--- config.mk ---
export PLATFORM = sky130hd
export DESIGN_NAME = psum_mem_arbiter
export DESIGN_NICKNAME = d
export VERILOG_FILES = /design/src/rtl/psum_mem_arbiter.sv
export SDC_FILE = /design/constraint.sdc
export NUM_CORES = 1
export LEC_CHECK = 0
export CAP_MARGIN = 20
export CORE_MARGIN = 8
export CORE_UTILIZATION = 55
export DETAILED_ROUTE_END_ITERATION = 8
export PLACE_DENSITY = 0.83
export SYNTH_ARGS = -nofsm -noshare
export SYNTH_HDL_FRONTEND = slang
export SYNTH_SLANG_ARGS = --single-unit
--- constraint.sdc ---
create_clock -name clk -period 9 [get_ports clk]
set_clock_uncertainty 0.1 [all_clocks]
set_input_delay 1.8 -clock clk [delete_from_list [all_inputs] [get_ports clk]]
set_output_delay 1.8 -clock clk [all_outputs]
set_load 0.03 [all_outputs]
--- src/rtl/psum_mem_arbiter.sv ---
// Arbitrates a single-port partial-sum SRAM between controller reads, buffered
// controller write-backs (with read forwarding) and a low-priority host read port.
module psum_mem_arbiter #(
    parameter int unsigned ADDR_W            = 17,
    parameter int unsigned DATA_W            = 32,
    parameter int unsigned WBUF_DEPTH        = 4,
    parameter int unsigned HOST_STARVE_LIMIT = 8
) (
    input  logic              clk,
    input  logic              arst_n_in,
    input  logic              ctrl_re,
    input  logic [ADDR_W-1:0] ctrl_raddr,
    output logic              ctrl_rvalid,
    output logic [DATA_W-1:0] ctrl_rdata,
    input  logic              ctrl_we,
    input  logic [ADDR_W-1:0] ctrl_waddr,
    input  logic [DATA_W-1:0] ctrl_wdata,
    output logic              wbuf_almost_full,
    output logic              wbuf_overflow,
    input  logic              host_req,
    input  logic [ADDR_W-1:0] host_addr,
    output logic              host_gnt,
    output logic              host_rvalid,
    output logic [DATA_W-1:0] host_rdata,
    output logic              sram_ce,
    output logic              sram_we,
    output logic [ADDR_W-1:0] sram_addr,
    output logic [DATA_W-1:0] sram_wdata,
    input  logic [DATA_W-1:0] sram_rdata,
    output logic              busy
);

    localparam int unsigned PTR_W    = (WBUF_DEPTH > 1) ? $clog2(WBUF_DEPTH) : 1;
    localparam int unsigned CNT_W    = PTR_W + 1;
    localparam int unsigned STARVE_W = $clog2(HOST_STARVE_LIMIT + 1);

    logic [ADDR_W-1:0]   wb_addr_q [WBUF_DEPTH];
    logic [DATA_W-1:0]   wb_data_q [WBUF_DEPTH];
    logic [PTR_W-1:0]    rd_ptr_q, wr_ptr_q;
    logic [CNT_W-1:0]    count_q;
    logic [STARVE_W-1:0] starve_q;
    logic                overflow_q;

    logic                ctrl_rvalid_q, ctrl_fwd_q, host_rvalid_q, host_fwd_q;
    logic [DATA_W-1:0]   ctrl_fwd_data_q, host_fwd_data_q;
    logic [DATA_W-1:0]   ctrl_hold_q, host_hold_q;

    logic                ctrl_hit, host_hit;
    logic [DATA_W-1:0]   ctrl_fwd_data, host_fwd_data;
    logic                ctrl_sram, host_sram, pop, push, drop, wbuf_full;
    logic [PTR_W-1:0]    idx;

    // Youngest-match forwarding lookup over entries valid at the start of the cycle
    always_comb begin
        ctrl_hit      = 1'b0;
        host_hit      = 1'b0;
        ctrl_fwd_data = '0;
        host_fwd_data = '0;
        idx           = '0;
        for (int unsigned i = 0; i < WBUF_DEPTH; i++) begin
            idx = rd_ptr_q + PTR_W'(i);
            if (CNT_W'(i) < count_q) begin
                if (wb_addr_q[idx] == ctrl_raddr) begin
                    ctrl_hit      = 1'b1;
                    ctrl_fwd_data = wb_data_q[idx];
                end
                if (wb_addr_q[idx] == host_addr) begin
                    host_hit      = 1'b1;
                    host_fwd_data = wb_data_q[idx];
                end
            end
        end
    end

    // Per-cycle SRAM slot arbitration: ctrl read, starved host, drain, host
    always_comb begin
        host_gnt   = 1'b0;
        pop        = 1'b0;
        sram_ce    = 1'b0;
        sram_we    = 1'b0;
        sram_addr  = '0;
        sram_wdata = '0;
        wbuf_full  = (count_q == CNT_W'(WBUF_DEPTH));
        ctrl_sram  = ctrl_re && !ctrl_hit;
        if (!ctrl_sram && host_req) begin
            if (starve_q >= STARVE_W'(HOST_STARVE_LIMIT) || count_q == '0) begin
                host_gnt = 1'b1;
            end
        end
        host_sram = host_gnt && !host_hit;
        pop       = !ctrl_sram && !host_sram && (count_q != '0);
        if (ctrl_sram) begin
            sram_ce   = 1'b1;
            sram_addr = ctrl_raddr;
        end else if (host_sram) begin
            sram_ce   = 1'b1;
            sram_addr = host_addr;
        end else if (pop) begin
            sram_ce    = 1'b1;
            sram_we    = 1'b1;
            sram_addr  = wb_addr_q[rd_ptr_q];
            sram_wdata = wb_data_q[rd_ptr_q];
        end
        push = ctrl_we && (!wbuf_full || pop);
        drop = ctrl_we && wbuf_full && !pop;
    end

    // Write-buffer payload storage; validity is tracked by the pointers and count
    always_ff @(posedge clk) begin
        if (push) begin
            wb_addr_q[wr_ptr_q] <= ctrl_waddr;
            wb_data_q[wr_ptr_q] <= ctrl_wdata;
        end
    end

    // Buffer pointers, occupancy, overflow flag and host starvation counter
    always_ff @(posedge clk or negedge arst_n_in) begin
        if (!arst_n_in) begin
            rd_ptr_q   <= '0;
            wr_ptr_q   <= '0;
            count_q    <= '0;
            overflow_q <= 1'b0;
            starve_q   <= '0;
        end else begin
            if (push) wr_ptr_q <= wr_ptr_q + PTR_W'(1);
            if (pop)  rd_ptr_q <= rd_ptr_q + PTR_W'(1);
            case ({push, pop})
                2'b10:   count_q <= count_q + CNT_W'(1);
                2'b01:   count_q <= count_q - CNT_W'(1);
                default: count_q <= count_q;
            endcase
            if (drop) overflow_q <= 1'b1;
            if (!host_req || host_gnt) begin
                starve_q <= '0;
            end else if (starve_q < STARVE_W'(HOST_STARVE_LIMIT)) begin
                starve_q <= starve_q + STARVE_W'(1);
            end
        end
    end

    // Read response pipeline: valid pulses, forward capture and held read data
    always_ff @(posedge clk or negedge arst_n_in) begin
        if (!arst_n_in) begin
            ctrl_rvalid_q   <= 1'b0;
            ctrl_fwd_q      <= 1'b0;
            ctrl_fwd_data_q <= '0;
            ctrl_hold_q     <= '0;
            host_rvalid_q   <= 1'b0;
            host_fwd_q      <= 1'b0;
            host_fwd_data_q <= '0;
            host_hold_q     <= '0;
        end else begin
            ctrl_rvalid_q <= ctrl_re;
            ctrl_fwd_q    <= ctrl_re && ctrl_hit;
            if (ctrl_re && ctrl_hit) ctrl_fwd_data_q <= ctrl_fwd_data;
            if (ctrl_rvalid_q) ctrl_hold_q <= ctrl_rdata;
            host_rvalid_q <= host_gnt;
            host_fwd_q    <= host_gnt && host_hit;
            if (host_gnt && host_hit) host_fwd_data_q <= host_fwd_data;
            if (host_rvalid_q) host_hold_q <= host_rdata;
        end
    end

    assign ctrl_rvalid      = ctrl_rvalid_q;
    assign ctrl_rdata       = ctrl_rvalid_q ? (ctrl_fwd_q ? ctrl_fwd_data_q : sram_rdata) : ctrl_hold_q;
    assign host_rvalid      = host_rvalid_q;
    assign host_rdata       = host_rvalid_q ? (host_fwd_q ? host_fwd_data_q : sram_rdata) : host_hold_q;
    assign wbuf_almost_full = (count_q >= CNT_W'(WBUF_DEPTH - 1));
    assign wbuf_overflow    = overflow_q;
    assign busy             = (count_q != '0) || ctrl_rvalid_q || host_rvalid_q;

endmodule

==> results.yml <==
status:
  outcome: "complete, no violations"
clock_tree:
  hold_buffers: 0
  htreeDepth: 2
  path_clk_slew_ns: 0.06
  clockRootBuffer: "clkbuf_16"
  post_cts_buffers: 0
  cts_sinks: 340
  cts_made_buffers: 38
  tritoncts: "built"
  clk_latency_ns: 0.57
  clockBufferDepth: 3
  cts_resized: 0
sta:
  hold_viol: 0
  post-route-period-util_pct: 91.4
  hold-worst-slack_ns: 0.393
  max_freq_mhz: 122
  period_minus_slack_ns: 8.23
  rsz0062_at_grt: "false"
  max_slew_margin_pct: 26.8
  tns_ns: 0
  worstMarginPinSlew_ns: 1.10
  slew_violations: 0
  finalSetupViolCount: 0
routing:
  antenna_left: 0
  dr.first_iter.drc_count: 2233
  firstDrtPassIters: 6
  vias: 18400
  highest_layer: "met5"
  wl_met2_um: 32200
  viasPerCell: 6.51
  finalWirelength_um: 69800
  post_drt_wl_per_cell_um: 24.7
  drt-met1-wl_um: 28000
  routed-wl-met3_um: 6770
  drc: 0
power_and_ir_drop:
  internal_power_mw: 4.68
  combPwrFrac_pct: 51.5
  irDropWorstVdd_uv: 220
  pwr-share-seq_pct: 27.1
  swShare_pct: 42.6
  p_sw_mw: 3.48
  clockPowerShare_pct: 21.3
  total_power_mw: 8.16
  power_density_mw_per_mm2: 313
  leakage_nw: 9.77
die:
  die_h_um: 216
  rows: 73
  ios: 241
  die_w_um: 216
  die-area_mm2: 0.0467
  core_mm2: 0.0396
  initial_utilization_pct: 55.6
yosys:
  ys_warn_count: 0
  syn_avg_cell_area_um2: 10.2
  ys.flop_type: "edfxtp_1"
  ys_ff_latch: 340
  synthArstFlopShare_pct: 42.4
  syn_inst: 2155
  syn-num-nets: 2286
  syn-cell-area_mm2: 0.0220
  ys_types: 64
  seq_area_frac_synth_pct: 43.0
  synth-edff-count: 196
critical_path:
  r2r_slack_ns: 3.51
  cpPeakStageDelay_ns: 0.72
  crit_arrival_ns: 6.33
  crit_path_frequent_cell: "clkdlybuf4s50_1"
  path_cells: "clkdlybuf4s50_1 > a221oi_2 > a21oi_1 > or4_4 > or4_1 > and4_4 > and2_1 > nor2_2 > nand2_2 > nor2_1 > clkdlybuf4s50_1"
  worstSetupEndpointType: "output port"
  crit_type: "primary input to output port"
  required_ns: 7.10
  crit_fanout: 33
  cp-start-kind: "primary input"
  cp_slowest_cell: "clkdlybuf4s50_1"
grt:
  grt_max_degree: 124
  grt.overflow.total: 0
  grt_pass1_vias: 18100
  grt_pass1_wl_um: 106000
  antenna_found_initial: 8
  track_usage_pct: 28.7
final_layout:
  syn2layout_area_growth_pct: 18.1
  fin_cells: 2829
  drive_gt1_share_pct: 12.8
  nNetsFinal: 2400
place:
  gp_congestion: 0.978
  place_hpwl_um: 47300
  io_buffers: 240
  placedCellCount: 2753
job:
  cap_violations: 0
hold_path:
  hold_path.class: "register to register"
## layout by cell type (no fill, tap or decap), drive strengths merged, types with 4 or more instances in the layout
master,count
o21ai,251
clkdlybuf4s50,239
mux2i,215
edfxtp,196
nand2,195
a21oi,186
dfrtp,144
nor2,113
xnor2,105
mux2,105
o211ai,65
mux4,56
nand4,53
clkbuf,52
inv,49
nand3,45
xor2,34
o21a,33
buf,33
and3,16
ha,11
nor3,11
nor4,10
clkinv,9
a31oi,8
bufinv,7
diode,5
nor2b,5
or4,5
o2bb2ai,4
a22o,4
a2111oi,4
## sequential cells by signal (all words and copies together), names as in the netlist
name             count
ctrl_rvalid          1
starve_q             4
ctrl_fwd_data_q     32
rd_ptr_q             2
wbuf_overflow        1
host_fwd_data_q     32
wb_data_q          128
ctrl_fwd_q           1
count_q              3
ctrl_hold_q         32
host_fwd_q           1
host_hold_q         32
host_rvalid          1
wr_ptr_q             2
wb_addr_q           68
## final cells by class
cell class | count | area, um^2
fillers | 3010 | 13600
multi-input cells | 1569 | 11600
flip-flops and latches | 340 | 9500
repair buffers | 272 | 2690
clock buffers | 52 | 1090
well taps | 525 | 657
clock inverters | 18 | 335
inverters | 48 | 181
diodes | 5 | 12.5
## worst max-delay path, delay by kind of cell
family	cells	cell delay (ns)
AND/OR/NAND/NOR	7	2.69
buffers and inverters	2	1.38
AO/OA/AOI/OAI	2	0.44
## layer usage
layer,up-vias,GRT usage [%]
li1,8166,-
met1,8949,37.9
met2,1087,45.8
met3,218,6.04
met4,8,11.5
met5,-,0
## path summary, 6_finish.rpt
path / start / cells after the start / end
hold / removal: wbuf_overflow$_DFFE_PN0P_ / 1 / wbuf_overflow$_DFFE_PN0P_
hold reg to reg: wbuf_overflow$_DFFE_PN0P_ / 1 / wbuf_overflow$_DFFE_PN0P_
min in group asynchronous: arst_n_in / 1 / rd_ptr_q[1]$_DFFE_PN0N_
setup / recovery: ctrl_raddr[2] / 11 / sram_wdata[10]
max in group asynchronous: arst_n_in / 2 / host_fwd_q$_DFF_PN0_
setup reg to reg: rd_ptr_q[0]$_DFFE_PN0N_ / 10 / wb_data_q[0][7]$_DFFE_PP_
## synthesized netlist by cell type (all sizes together), types with 2 or more instances
cell type	instances	area (um^2)
o21ai	251	1260
xnor2	105	920
o22ai	3	18.8
nand4	53	332
and4bb	2	28.8
o2bb2ai	4	35.0
a21oi	186	931
nor2b	5	31.3
clkbuf	122	458
nor2	113	427
nand2b	2	12.5
and3	16	100
o21a	33	248
edfxtp	196	5890
a2111oi	4	41.3
a211o	2	17.5
or4	5	41.3
a22o	4	35.0
mux4	56	1260
a31oi	8	50.1
and2	3	18.8
buf	76	437
nand2	195	744
nor3	11	55.1
a21o	2	15.0
mux2i	215	2170
or3	3	18.8
xor2	34	298
nand3	45	225
a211oi	3	22.5
dfrtp	144	3600
a2bb2oi	2	17.5
a22oi	2	15.0
ha	11	138
o211ai	65	488
a221oi	2	23.8
mux2	105	1290
inv	48	180
nor4	10	68.8
## power by group through the flow
stage          Sequential (mW)  Clock [mW]  Combinational [mW]
2_1_floorplan             2.09           0                2.98
3_3_place_gp              2.21           0                4.05
3_5_place_dp              2.24           0                4.11
4_1_cts                   2.21        1.76                4.14
5_1_grt                   2.25        1.82                4.47
6_report                  2.21        1.74                4.21
## kinds of logic after synthesis
kind of cell / count (synthesis) / share of synthesized area [%]
simple gates: 466 / 9.67
buf+inv: 246 / 4.88
fa+ha+maj: 11 / 0.624
flops: 340 / 43.0
mux: 376 / 21.4
xor+xnor: 139 / 5.52
compound gates: 577 / 14.8
## stage by stage
stage	area, um^2	setup slack (ns)	util [%]
after CTS	26000	0.847	65.6
after detailed placement	24600	0.861	62.0
after floorplan	22000	2.27	-
final	26000	0.774	65.7
after global placement	24600	1.02	62.0
after global routing	26000	0.616	65.7
Power figures use the tool's default switching activity.
